--- config.mk ---
export PLATFORM = sky130hd
export DESIGN_NAME = sdram_cmd_responder
export DESIGN_NICKNAME = d
export VERILOG_FILES = /design/src/rtl/sdram_cmd_responder.sv
export SDC_FILE = /design/constraint.sdc
export NUM_CORES = 1
export LEC_CHECK = 0
export BUFFER_PORTS_ARGS = -buffer_cell sky130_fd_sc_hd__clkbuf_2
export CAP_MARGIN = 10
export CORE_ASPECT_RATIO = 1.25
export CORE_MARGIN = 2
export CORE_UTILIZATION = 56
export DETAILED_ROUTE_END_ITERATION = 16
export PLACE_DENSITY = 0.73
export SYNTH_ARGS = -nofsm -noshare
export SYNTH_HDL_FRONTEND = slang
export SYNTH_SLANG_ARGS = --single-unit
export TNS_END_PERCENT = 30
--- constraint.sdc ---
create_clock -name clk_i -period 3.6 [get_ports clk_i]
set_input_delay 0.18 -clock clk_i [delete_from_list [all_inputs] [get_ports clk_i]]
set_output_delay 0.18 -clock clk_i [all_outputs]
set_load 0.02 [all_outputs]
--- src/rtl/sdram_cmd_responder.sv ---
// rtl/sdram_cmd_responder.sv - SDRAM command-bus responder: protocol checker, bank tracker and 64x16 memory model (optional SDRAM_RSP_REFWDOG_EN refresh watchdog)
module sdram_cmd_responder #(
    parameter int CAS_LAT      = 2,
    parameter int TRCD         = 2,
    parameter int REF_INTERVAL = 140,
    parameter int INIT_REFS    = 2
) (
    input  logic        clk_i,
    input  logic        rst_i,
    input  logic [3:0]  command_i,
    input  logic [1:0]  bank_i,
    input  logic [11:0] addr_i,
    input  logic [15:0] wdata_i,
    output logic [15:0] rdata_o,
    output logic        rvalid_o,
    output logic        init_done_o,
    output logic [3:0]  bank_open_o,
    output logic        err_o,
    output logic [3:0]  err_code_o
);

    localparam logic [3:0] C_DESL  = 4'h0;
    localparam logic [3:0] C_NOP   = 4'h1;
    localparam logic [3:0] C_MRS   = 4'h2;
    localparam logic [3:0] C_ACT   = 4'h3;
    localparam logic [3:0] C_READ  = 4'h4;
    localparam logic [3:0] C_READA = 4'h5;
    localparam logic [3:0] C_WRIT  = 4'h6;
    localparam logic [3:0] C_WRITA = 4'h7;
    localparam logic [3:0] C_PRE   = 4'h8;
    localparam logic [3:0] C_PALL  = 4'h9;
    localparam logic [3:0] C_REF   = 4'hB;
    localparam logic [3:0] C_SELF  = 4'hC;
    localparam logic [3:0] C_SUP   = 4'hD;
    localparam logic [3:0] C_REC   = 4'hE;
    localparam logic [3:0] C_NOPF  = 4'hF;

    localparam logic [3:0] E_STATE     = 4'd1;
    localparam logic [3:0] E_ACT_OPEN  = 4'd2;
    localparam logic [3:0] E_CLOSED    = 4'd3;
    localparam logic [3:0] E_TRCD      = 4'd4;
    localparam logic [3:0] E_REF_OPEN  = 4'd5;
    localparam logic [3:0] E_WDOG      = 4'd6;
    localparam logic [3:0] E_LOWPWR    = 4'd7;
    localparam logic [3:0] E_EARLY_MRS = 4'd8;

    localparam int RW = $clog2(INIT_REFS + 2);

    typedef enum logic [2:0] {
        ST_UNINIT,
        ST_PRECHG,
        ST_READY,
        ST_SELF,
        ST_PDOWN
    } state_t;

    state_t             state_q, state_d;
    logic [RW-1:0]      ref_cnt_q;
    logic [3:0]         bank_open_q;
    logic [11:0]        row_q [4];
    logic [3:0]         trcd_q [4];
    logic               err_q;
    logic [3:0]         err_code_q;
    logic               init_done_q;
    logic [CAS_LAT-1:0] pv_q;
    logic [15:0]        pd_q [CAS_LAT];
    logic [15:0]        mem [64];

    logic [3:0] viol;
    logic [3:0] event_code;
    logic       is_idle;
    logic       is_rw;
    logic       sel_open;
    logic       rd_go;
    logic       wr_go;
    logic       wdog_trip;
    logic [5:0] mem_idx;

    assign mem_idx = {bank_i, addr_i[3:0]};

    // Open rows are tracked per bank but nothing in this model consumes them yet.
    logic unused_rows;
    assign unused_rows = ^{row_q[0], row_q[1], row_q[2], row_q[3]};

    // Classify the incoming command: violation code, next state and data-path strobes.
    always_comb begin
        viol     = 4'd0;
        state_d  = state_q;
        is_idle  = (command_i == C_DESL) || (command_i == C_NOP) || (command_i == C_NOPF);
        is_rw    = (command_i == C_READ) || (command_i == C_READA) ||
                   (command_i == C_WRIT) || (command_i == C_WRITA);
        sel_open = bank_open_q[bank_i];
        case (state_q)
            ST_UNINIT: begin
                if (!is_idle && command_i != C_PALL) viol = E_STATE;
                else if (command_i == C_PALL)        state_d = ST_PRECHG;
            end
            ST_PRECHG: begin
                if (command_i == C_MRS && ref_cnt_q < RW'(INIT_REFS))     viol = E_EARLY_MRS;
                else if (!is_idle && command_i != C_REF && command_i != C_MRS) viol = E_STATE;
                else if (command_i == C_MRS)                               state_d = ST_READY;
            end
            ST_READY: begin
                if (command_i == C_ACT && sel_open)                              viol = E_ACT_OPEN;
                else if (is_rw && !sel_open)                                     viol = E_CLOSED;
                else if (is_rw && trcd_q[bank_i] != 4'd0)                        viol = E_TRCD;
                else if ((command_i == C_REF || command_i == C_SELF) && |bank_open_q) viol = E_REF_OPEN;
                else if (command_i == C_SELF)                                    state_d = ST_SELF;
                else if (command_i == C_SUP)                                     state_d = ST_PDOWN;
            end
            ST_SELF: begin
                if (!is_idle)                                        viol = E_LOWPWR;
                else if (command_i == C_NOP || command_i == C_NOPF)  state_d = ST_READY;
            end
            ST_PDOWN: begin
                if (!is_idle && command_i != C_REC) viol = E_LOWPWR;
                else if (command_i == C_REC)        state_d = ST_READY;
            end
            default: state_d = ST_UNINIT;
        endcase
        rd_go      = (state_q == ST_READY) && (viol == 4'd0) &&
                     ((command_i == C_READ) || (command_i == C_READA));
        wr_go      = (state_q == ST_READY) && (viol == 4'd0) &&
                     ((command_i == C_WRIT) || (command_i == C_WRITA));
        event_code = (viol != 4'd0) ? viol : (wdog_trip ? E_WDOG : 4'd0);
    end

`ifdef SDRAM_RSP_REFWDOG_EN
    localparam int WW = $clog2(REF_INTERVAL + 2);
    logic [WW-1:0] wdog_q;

    assign wdog_trip = ((state_q == ST_READY) || (state_q == ST_PDOWN)) &&
                       (wdog_q > WW'(REF_INTERVAL));

    // Refresh watchdog: restarts on REF or READY entry, holds in SELF, saturates instead of wrapping.
    always_ff @(posedge clk_i) begin
        if (rst_i) begin
            wdog_q <= '0;
        end else if ((state_d == ST_READY && state_q != ST_READY) ||
                     (state_q == ST_READY && command_i == C_REF && viol == 4'd0)) begin
            wdog_q <= '0;
        end else if ((state_q == ST_READY || state_q == ST_PDOWN) && wdog_q != '1) begin
            wdog_q <= wdog_q + 1'b1;
        end
    end
`else
    assign wdog_trip = 1'b0;
`endif

    // Top-level FSM, bank bookkeeping and sticky first-error capture.
    always_ff @(posedge clk_i) begin
        if (rst_i) begin
            state_q     <= ST_UNINIT;
            ref_cnt_q   <= '0;
            bank_open_q <= '0;
            err_q       <= 1'b0;
            err_code_q  <= 4'd0;
            init_done_q <= 1'b0;
            for (int b = 0; b < 4; b++) begin
                row_q[b]  <= '0;
                trcd_q[b] <= '0;
            end
        end else begin
            state_q     <= state_d;
            init_done_q <= (state_d != ST_UNINIT) && (state_d != ST_PRECHG);
            for (int b = 0; b < 4; b++) begin
                if (trcd_q[b] != 4'd0) trcd_q[b] <= trcd_q[b] - 4'd1;
            end
            if (!err_q && event_code != 4'd0) begin
                err_q      <= 1'b1;
                err_code_q <= event_code;
            end
            if (viol == 4'd0) begin
                case (state_q)
                    ST_UNINIT: begin
                        if (command_i == C_PALL) begin
                            bank_open_q <= '0;
                            ref_cnt_q   <= '0;
                        end
                    end
                    ST_PRECHG: begin
                        if (command_i == C_REF && ref_cnt_q < RW'(INIT_REFS))
                            ref_cnt_q <= ref_cnt_q + 1'b1;
                    end
                    ST_READY: begin
                        case (command_i)
                            C_ACT: begin
                                bank_open_q[bank_i] <= 1'b1;
                                row_q[bank_i]       <= addr_i;
                                trcd_q[bank_i]      <= 4'(TRCD - 1);
                            end
                            C_READA, C_WRITA, C_PRE: bank_open_q[bank_i] <= 1'b0;
                            C_PALL:                  bank_open_q         <= '0;
                            default: ;
                        endcase
                    end
                    default: ;
                endcase
            end
        end
    end

    // Read return pipeline: one stage per CAS cycle, data forced to zero when not valid.
    always_ff @(posedge clk_i) begin
        if (rst_i) begin
            pv_q <= '0;
            for (int i = 0; i < CAS_LAT; i++) pd_q[i] <= '0;
        end else begin
            pv_q[0] <= rd_go;
            pd_q[0] <= rd_go ? mem[mem_idx] : 16'h0000;
            for (int i = 1; i < CAS_LAT; i++) begin
                pv_q[i] <= pv_q[i-1];
                pd_q[i] <= pd_q[i-1];
            end
        end
    end

    // Storage array is not reset; writes land in the command cycle.
    always_ff @(posedge clk_i) begin
        if (!rst_i && wr_go) mem[mem_idx] <= wdata_i;
    end

    assign rdata_o     = pd_q[CAS_LAT-1];
    assign rvalid_o    = pv_q[CAS_LAT-1];
    assign init_done_o = init_done_q;
    assign bank_open_o = bank_open_q;
    assign err_o       = err_q;
    assign err_code_o  = err_code_q;

endmodule

## Yosys cells after proc, flatten, opt, wreduce, memory -nomap -nowiden

Memory sizes are Yosys's and may differ from the RTL's.
Cells that the tools add are included.

| operators by class | value |
|---|---|
| multiplexer cells | 66 |
| equal/unequal tests | 26 |
| bitwise logic cells | 9 |
| add/sub/neg operators | 5 |
| shift operators | 0 |
| div/mod/pow operators | 0 |
| reduce and logical (&&, ||, !) cells | 46 |
| multipliers | 0 |
| order comparisons | 3 |

Operators by type and width:

| operator | count |
|---|---|
| 3-bit 2-to-1 mux | 21 |
| 16-bit 2-to-1 mux | 3 |
| 4-bit equality test (second input constant) | 7 |
| 4-bit 2-to-1 mux | 7 |
| 4-bit nonzero test | 7 |
| 1-bit 2-to-1 mux | 26 |
| 4-bit case mux with 5 select lines | 1 |
| 1-bit logical AND | 17 |
| 4-bit by 3-bit equality test with 1-bit output (second input constant) | 4 |
| 4-bit by 1-bit subtractor with 4-bit output (second input constant) | 4 |
| 3-bit case mux with 5 select lines | 1 |
| 4-bit != test (second input constant) | 3 |
| 4-bit case mux with 3 select lines | 1 |
| 4-bit by 2-bit equality test with 1-bit output (second input constant) | 2 |
| 4-bit zero test | 2 |
| 1-bit logical OR | 8 |
| 4-bit by 2-bit != test with 1-bit output (second input constant) | 2 |
| 4-bit case mux with 2 select lines | 1 |
| 4-bit AND reduction | 2 |
| 3-bit by 2-bit equality test with 1-bit output (second input constant) | 2 |
| 1-bit bitwise OR | 6 |
| 4-bit AND | 1 |
| 4-bit by 1-bit equality test with 1-bit output (second input constant) | 1 |
| 1-bit zero test | 4 |
| other kinds (19) | 22 |

| storage, ports and cells | value |
|---|---|
| memories | 3 |
| word-level logic and storage cells | 165 |
| output and inout port bits | 27 |
| register bits after elaboration | 17 |
| bits in latches | 0 |
| ROM bits | 0 |
| bits of input ports | 36 |
| bits in writable memories | 1,072 |

Memory list:

| memory | words | width | read ports | clocked after Yosys merged registers in | wr ports | RTL line | source |
|---|---|---|---|---|---|---|---|
| mem | 64 | 16 | 1 | 0 | 1 | 67 | `logic [15:0] mem [64];` |
| pd_q | 2 | 16 | 2 | 0 | 2 | 66 | `logic [15:0] pd_q [CAS_LAT];` |
| trcd_q | 4 | 4 | 5 | 0 | 5 | 61 | `logic [3:0] trcd_q [4];` |

## Depth between registers and ports, before layout

Gate-level depths: netlist (run 1).

| depth | value |
|---|---|
| word-level depth | 15 |
| depth in mapped cells | 9 |
| depth with buffers taken out | 6 |

## Least setup slack after synthesis (run 1)

No wires, ideal clock.

| timing | value |
|---|---|
| kind | register to register |
| from | register bank_open_q[3], in the netlist bank_open_o[3] |
| to | memory mem[0][0] (enable) |
| required time | 3,191 ps |
| cell stages (with the launch flop) | 8 |
| path buffers | 1 |
| clock period less this slack | 3,657 ps |
| slack | -57 ps |
| arrival time | 3,247 ps |
| setup time | 409 ps |
| path through | dfxtp_1 > mux4_2 > mux2_4 > nor3_4 > nand2_1 > or4_1 > buf_4 > nor3_1 |

| on the way | value |
|---|---|
| cells in the longest elaborated chain, start to end | 13 |
| elaborated cells between the ends (all ways) | 18 |
| classes of those cells | 9 x mux; 9 x reduce/logical |

RTL lines:

| what | RTL line | source |
|---|---|---|
| start, declared | 59 | `logic [3:0] bank_open_q;` |
| start signal, assigned | 155 | `bank_open_q <= '0;` |
| start signal, assigned | 177 | `bank_open_q <= '0;` |
| start signal, assigned by index | 188 | `bank_open_q[bank_i] <= 1'b1;` |
| 4-bit OR reduction / 1-bit binary-select mux with 2-bit select (equally long branches) | 107, 92 |  |
| 1-bit logical AND / 1-bit 2-to-1 mux (equally long branches) | 107, 92 |  |
| 3-bit 2-to-1 mux / 1-bit zero test (equally long branches) | 107, 105 |  |
| 3-bit 2-to-1 mux / 1-bit logical AND (equally long branches) | 106, 105 |  |
| 3-bit 2-to-1 mux | 105 | `else if (is_rw && !sel_open) viol = E_CLOSED;` |
| 3-bit 2-to-1 mux (*) | 104 | `if (command_i == C_ACT && sel_open) viol = E_ACT_OPEN;` |
| 4-bit case mux with 5 select lines (*) | 93 | `case (state_q)` |
| 4-bit zero test (*) | 123 | `wr_go = (state_q == ST_READY) && (viol == 4'd0) &&` |
| 1-bit logical AND (*) (2 in a row) | 123 |  |
| 1-bit logical AND (*) | 220 | `if (!rst_i && wr_go) mem[mem_idx] <= wdata_i;` |
| 1-bit 2-to-1 mux (*) | 220 |  |
| 1-bit 2-to-1 mux (not written as such) (*) | 220 |  |
| end, declared | 67 |  |

Mark *: on every way between the ends. The rest lies on a longest branch, timed or not. The select of a mux whose other input is x is not followed.

==> out/qor.txt, run 1 <==
Min-Delay Path Class: in -> reg
met2 GRT Util: 0.4732
DR vias: 23472
# hold bufs at CTS: 1
Die X: 243.7 µm
RePlAce Congestion: 0.8909
Post-CTS Resized: 0
met1 usage: 0.3806
drt wl/cell: 31.13 µm
most common cell after layout, fill and taps aside: edfxtp_1
Clk pin slew, worst setup/hold paths: 0.06 ns
Psw: 0.005375 W
PwrDens: 553.5 nW/µm²
Core Box Area: 70920 µm²
CTS Sinks: 1089
critical path type: reg -> reg
Switching Share: 0.2115
RSZ-0062 raised after global routing: no
vias in the first global route: 23153
arrival time worst endpoint: 3.75 ns
area grow syn2layout: 14.16%
cell-internal power: 0.02004 W
first-pass GRT wire length: 156600 µm
Most used DFF post-synth: edfxtp_1
commonest non-fill, non-tap cells in the layout: edfxtp_1 (1024), a22oi_1 (257), buf_4 (155)
fraction of registers with async set/reset: 0
CTS Buf Count: 96
Worst Setup SP: trcd_q[1][3]$_SDFFE_PP0P_
setup_tns: 0 ns
crit end category: register
Synth cell types: 57
FF-to-FF Start: trcd_q[1][3]$_SDFFE_PP0P_
max frequency: 294.2 MHz
port bufs: 54
Synth Warn #: 0
fin crit share: 0.9442
CP max FO: 64
largest net degree at the start of global routing: 65
Vias/cell: 6.796
actual slew at the worst max-slew pin: 1.297 ns
CTS tree: done
H-tree depth: 3
final-report setup violation count: 0
max_cap viols: 0
IO Count: 63
Clk network pwr share: 0.394
total congestion overflow: 0
layout cells sized above 1: 0.1872
syn_nets: 2306
clock buffer depth: 3
Hold Fails Final Rpt: 0
Initial Util: 0.5672
Cell Area, Synth: 40230 µm²
clock skew: 0.02605 ns
Detail Route Antenna Nets: 0
EDFF count, synth: 1024
cells after synthesis: 2266
grt met3 use: 0.05295
Hold Crit Start: rst_i
synthesis-stage register bit count: 1089
final hold slack: 0.06635 ns
Startpoint Class: register
Seq/Total Area, Yosys: 0.7967
status: finished clean
DRC: 0
Post-CTS Setup Bufs: 0
gr usage total: 0.2905
Die Ht: 303.7 µm
max-slew violation count: 0
Tmin final: 3.399 ns
Std-Cell Rows: 109
Logic pwr share: 0.056
Clk Latency, worst-skew pair: 0.66 ns
initial antenna violation count: 5
DPL Wire Length: 64920 µm
nets: 2475
Die ar.: 74010 µm²
Routed WL: 107500 µm
slew margin rel.: 0.1351
first-pass detailed-route iteration total: 9
diode count: 0
worst vdd ir: 0.0004610 V
sequential power share: 0.550
worst endpoint required time: 3.95 ns
root buffer cell: clkbuf_16
Avg Inst Size Synth: 17.75 µm²
Leakage: 14.22 nW
starting DRC count in detailed routing: 3159
grt peak-use layer: met2
-- critical path: stages (launching register included) --
cell and delay [ns]:
dfxtp_1 0.35, or4_1 0.56, a32o_1 0.30, a211oi_2 0.25, nand2_1 0.15, or4_4 0.48, buf_12 0.24, nor3_2 0.44
buf_12 0.22
-- per-layer routing --
layer  vias to the layer above  wire length, µm
met2                      1516            52530
met1                     11836            38660
li1                       9848                -
met5                         -               29
met3                       268            10780
met4                         4             5544
-- sequential cells by signal, summed over array words and instances (netlist names) --
register	cells
pd_q	32
pv_q	2
trcd_q	16
err_code_o	4
mem	1024
bank_open_o	4
err_o	1
init_done_o	1
ref_cnt_q	2
state_q	3
-- Yosys cell counts, types with 2 or more instances --
master | n | area, µm²
nor2b_1 | 21 | 131.4
nor4b_1 | 2 | 17.52
buf_2 | 2 | 10.01
nor2_1 | 28 | 105.1
or2_2 | 4 | 25.02
a32o_1 | 2 | 20.02
nand2_1 | 27 | 101.4
buf_6 | 6 | 67.56
edfxtp_1 | 1024 | 30750
inv_1 | 10 | 37.54
nand2b_1 | 12 | 75.07
nor3_1 | 12 | 60.06
and3_1 | 4 | 25.02
buf_1 | 36 | 135.1
nand3b_1 | 12 | 90.09
a21oi_1 | 40 | 200.2
a31oi_1 | 130 | 813.3
nor3b_1 | 5 | 37.54
and3b_1 | 2 | 17.52
o21ai_0 | 11 | 55.05
or4_1 | 4 | 30.03
o211a_1 | 2 | 20.02
a211oi_1 | 6 | 45.04
or3_1 | 7 | 43.79
nor3_2 | 60 | 600.6
a22o_1 | 128 | 1121
buf_4 | 17 | 127.6
nand3_1 | 9 | 45.04
xnor2_1 | 4 | 35.03
clkbuf_1 | 114 | 427.9
a21o_1 | 5 | 37.54
mux2i_1 | 5 | 50.05
nor4_1 | 35 | 219.0
or3b_2 | 6 | 52.55
a221oi_1 | 129 | 1130
a22oi_1 | 257 | 1929
ha_1 | 4 | 50.05
dfxtp_1 | 65 | 1301
-- layout make-up --
class,instances,area (µm²)
sequential,1089,32050
fill,4650,24990
multi-input combinational,990,7427
clock buffer,118,2537
timing repair buffer,246,2165
tap,943,1180
clock inverter,56,519.2
inverter,12,45.04
-- power groups by stage --
stage | sequential [W] | combinational, W | clock, W
2_1_floorplan | 0.0142 | 0.000744 | 0
3_3_place_gp | 0.0142 | 0.00135 | 0
3_5_place_dp | 0.0143 | 0.00141 | 0
4_1_cts | 0.0140 | 0.00141 | 0.0101
5_1_grt | 0.0140 | 0.00153 | 0.0105
6_report | 0.0140 | 0.00143 | 0.0100
-- metrics by stage --
stage                     std cells  total power, W  instance area [µm²]  worst slack, ns    util
final                          3454         0.02542                45920           0.2008  0.6476
after global routing           3454         0.02603                45920           0.1354  0.6476
after CTS                      3454         0.02546                45920           0.2830  0.6476
after detailed placement       3279         0.01566                42860           0.3341  0.6043
after global placement         3279         0.01559                42860           0.4172  0.6043
after floorplan                2266         0.01498                40230         -0.05662       -
-- kinds of logic (layout without fill, tap and decap cells) --
| kind of cell | count (synthesis) | in the layout | share of synthesized area |
|---|---|---|---|
| compound gates | 722 | 722 | 0.1362 |
| mux | 7 | 7 | 0.002177 |
| xor+xnor | 4 | 4 | 0.0008708 |
| fa+ha+maj | 4 | 4 | 0.001244 |
| simple gates | 253 | 253 | 0.04255 |
| buf+inv | 187 | 432 | 0.02022 |
| flops | 1089 | 1089 | 0.7967 |
-- final timing paths --
path	depth (start not counted)	slack (ns)	endpoint
max	8	0.20	mem[50][7]$_DFFE_PP_
min	3	0.07	pd_q[0][22]$_SDFF_PP0_
max reg2reg	8	0.20	mem[50][7]$_DFFE_PP_
min reg2reg	1	0.44	pd_q[0][22]$_SDFF_PP0_
No activity file was read; power rests on OpenSTA's default activity.
==> run 2, diff against run 1 <==
--- a/config.mk
+++ b/config.mk
@@ -7,11 +7,12 @@
 export LEC_CHECK = 0
 export BUFFER_PORTS_ARGS = -buffer_cell sky130_fd_sc_hd__clkbuf_2
 export CAP_MARGIN = 10
-export CORE_ASPECT_RATIO = 1.25
+export CORE_ASPECT_RATIO = 1.2
 export CORE_MARGIN = 2
-export CORE_UTILIZATION = 56
+export CORE_UTILIZATION = 65
 export DETAILED_ROUTE_END_ITERATION = 16
-export PLACE_DENSITY = 0.73
+export PLACE_DENSITY = 0.8
+export RECOVER_POWER = 25
 export SYNTH_ARGS = -nofsm -noshare
 export SYNTH_HDL_FRONTEND = slang
 export SYNTH_SLANG_ARGS = --single-unit
==> constraint.sdc (replaced) <==
create_clock -name clk_i -period 4.1 [get_ports clk_i]
set_input_delay 0.205 -clock clk_i [delete_from_list [all_inputs] [get_ports clk_i]]
set_output_delay 0.205 -clock clk_i [all_outputs]
set_load 0.02 [all_outputs]
==> run 2 against run 1 <==
Effect of this change: the run now ends with max-capacitance violations, max-slew violations left; global-route usage increased by 5.0 points; critical path depth unchanged; clock power decreased by 14%; fmax decreased by 7.4%; first-iteration DRC count increased by 21%; via count increased by 2.8%; non-clock buffer count decreased by 35; die area decreased by 14%; final area decreased by 1.7%; critical endpoint is now mem[31][4]$_DFFE_PP_; largest power group unchanged.
==> out/qor.txt, run 2 (synthesis results as in run 1) <==
status: finished with violations
failing checks: max-capacitance violations, max-slew violations
Worst path depth: 8 (unchanged)
Hold Crit Depth: 3 (unchanged)
Post-DP Area: 42210 µm² (-1.5%)
layout cells sized above 1: 0.1661 (-0.02105)
RSZ-0062 raised after global routing: no
fillers: 3245 (-30%)
crit end category: register
clock buffer depth: 3 (unchanged)
first-pass GRT wire length: 156600 µm (about the same)
Largest register FFs: 1024 (unchanged)
final hold slack: 0.03415 ns (-0.03220 ns)
nets: 2439 (-1.5%)
PwrDens: 489.8 nW/µm² (-11%)
Routed WL: 108200 µm (+0.64%)
pre-CTS setup slack: 0.4387 ns (+0.1046 ns)
Clk network pwr share: 0.389 (-0.005)
Post-CTS Resized: 0 (unchanged)
worst path bufs/invs: 2 (unchanged)
CTS tree: done
worst vdd ir: 0.0003299 V (-28%)
Hold Fails Final Rpt: 0 (unchanged)
IO Count: 63 (unchanged)
critical path type: reg -> reg
Min-Delay Path Class: in -> reg
worst endpoint required time: 4.45 ns (+0.50 ns)
CTS Buf Count: 95 (-1.0%)
H-tree depth: 3 (unchanged)
DR vias: 24119 (+2.8%)
area grow syn2layout: 12.26%
Logic pwr share: 0.056 (about the same)
Clk pin slew, worst setup/hold paths: 0.06 ns (about the same)
Psw: 0.004724 W (-12%)
starting DRC count in detailed routing: 3816 (+21%)
cell-internal power: 0.01740 W (-13%)
DPL Wire Length: 61870 µm (-4.7%)
Tmin final: 3.669 ns (+0.2702 ns)
most common cell after layout, fill and taps aside: edfxtp_1
RePlAce Congestion: 0.9122 (+2.4%)
drt wl/cell: 32.98 µm (+5.9%)
final worst slack: 0.4306 ns (+0.2298 ns)
Worst path slowest cell: or4_4
max frequency: 272.5 MHz (-7.4%)
max incr delay on CP: 0.76 ns (+0.20 ns)
setup_tns: 0 ns (unchanged)
sequential power share: 0.555 (+0.005)
actual slew at the worst max-slew pin: 3.763 ns (+2.465 ns)
slew margin rel.: -1.508 (-1.644)
Core Box Area: 61070 µm² (-14%)
max_cap viols: 11 (+11)
port bufs: 54 (unchanged)
CP top delay family: simple AND/OR/NAND/NOR gates
commonest non-fill, non-tap cells in the layout: edfxtp_1 (1024), a22oi_1 (257), a31oi_1 (130), buf_4 (130), a221oi_1 (129)
final-report setup violation count: 0 (unchanged)
fin crit share: 0.8950 (-0.04924)
CP max FO: 34 (-47%)
root buffer cell: clkbuf_16
max-slew violation count: 464 (+464)
largest register by flop count: mem
clock skew: 0.01431 ns (-0.01174 ns)
vias in the first global route: 23696 (+2.3%)
largest net degree at the start of global routing: 81 (+25%)
Vias/cell: 7.349 (+8.1%)
Initial Util: 0.6587 (+0.09150)
critical-path cell list: or4_1, a32o_1, a211oi_2, nand2_1, or4_4, buf_4, nor3_2, buf_12
Switching Share: 0.2135 (+0.002055)
first-pass detailed-route iteration total: 6 (-3)
Die X: 231.1 µm (-5.2%)
R2R cell count: 8 (unchanged)
top flop regs: mem: 1024 flops, pd_q: 32 flops, trcd_q: 16 flops
Leakage: 13.89 nW (-2.3%)
diode count: 0 (unchanged)
Die ar.: 63900 µm² (-14%)
total congestion overflow: 0 (unchanged)
Detail Route Antenna Nets: 0 (unchanged)
CTS Sinks: 1089 (unchanged)
gr usage total: 0.3407 (+0.05019)
initial antenna violation count: 3 (-2)
DRC: 0 (unchanged)
Die Ht: 276.5 µm (-8.9%)
minimum setup slack among reg-to-reg paths: 0.43 ns (+0.23 ns)
Std-Cell Rows: 99 (-9.2%)
Startpoint Class: register
Clk Latency, worst-skew pair: 0.65 ns (about the same)
arrival time worst endpoint: 4.02 ns (+0.27 ns)
Final Cell Area: 45160 µm² (-1.7%)
[run 2: what timing repair did]
| item | 4_1_cts | 5_1_grt |
|---|---|---|
| hold buffers | 3 | 0 |
| buffers inserted | 0 | 0 |
| endpoints found under the hold margin | 24 | 0 |
[run 2: final timing paths]
| kind | from | to |
|---|---|---|
| setup / recovery | trcd_q[1][3]$_SDFFE_PP0P_ | mem[31][4]$_DFFE_PP_ |
| hold / removal | bank_i[0] | trcd_q[3][0]$_SDFFE_PP1P_ |
| setup reg to reg | trcd_q[1][3]$_SDFFE_PP0P_ | mem[31][4]$_DFFE_PP_ |
| hold reg to reg | pd_q[0][0]$_SDFF_PP0_ | pd_q[0][16]$_SDFF_PP0_ |
[run 2: cell type report]
type | count | area, µm² | area share
Sequential cell | 1089 | 32050 | 0.7097
Clock buffer | 119 | 2520 | 0.05580
Tap cell | 808 | 1011 | 0.02239
Clock inverter | 53 | 431.7 | 0.009559
Timing Repair Buffer | 211 | 1674 | 0.03707
Multi-Input combinational cell | 990 | 7427 | 0.1645
Inverter | 12 | 45.04 | 0.0009974
[run 2: routing by layer]
layer	routed length, µm	global-route usage
met5	27	0
met2	50830	0.5382
met4	7484	0.2003
met3	14590	0.07446
met1	35300	0.4395
[run 2: power by group through the flow]
| stage | clock [W] | sequential (W) | combinational (W) |
|---|---|---|---|
| finish | 0.00860 | 0.0123 | 0.00124 |
| CTS | 0.00859 | 0.0123 | 0.00122 |
| global route | 0.00898 | 0.0123 | 0.00131 |
| detailed placement | 0 | 0.0125 | 0.00119 |
| global placement | 0 | 0.0125 | 0.00113 |
| floorplan | 0 | 0.0125 | 0.000653 |
[run 2: tightest hold or removal path: stages]
cell	delay [ns]
clkbuf_2	0.21
nand3_1	0.15
a21oi_1	0.07
[run 2: per-stage QoR]
stage,utilization,cells,power (W)
finish,0.7395,3282,0.02212
global route,0.7395,3282,0.02258
CTS,0.7400,3282,0.02207
detailed placement,0.6912,3107,0.01370
global placement,0.6912,3107,0.01362
floorplan,-,2266,0.01315
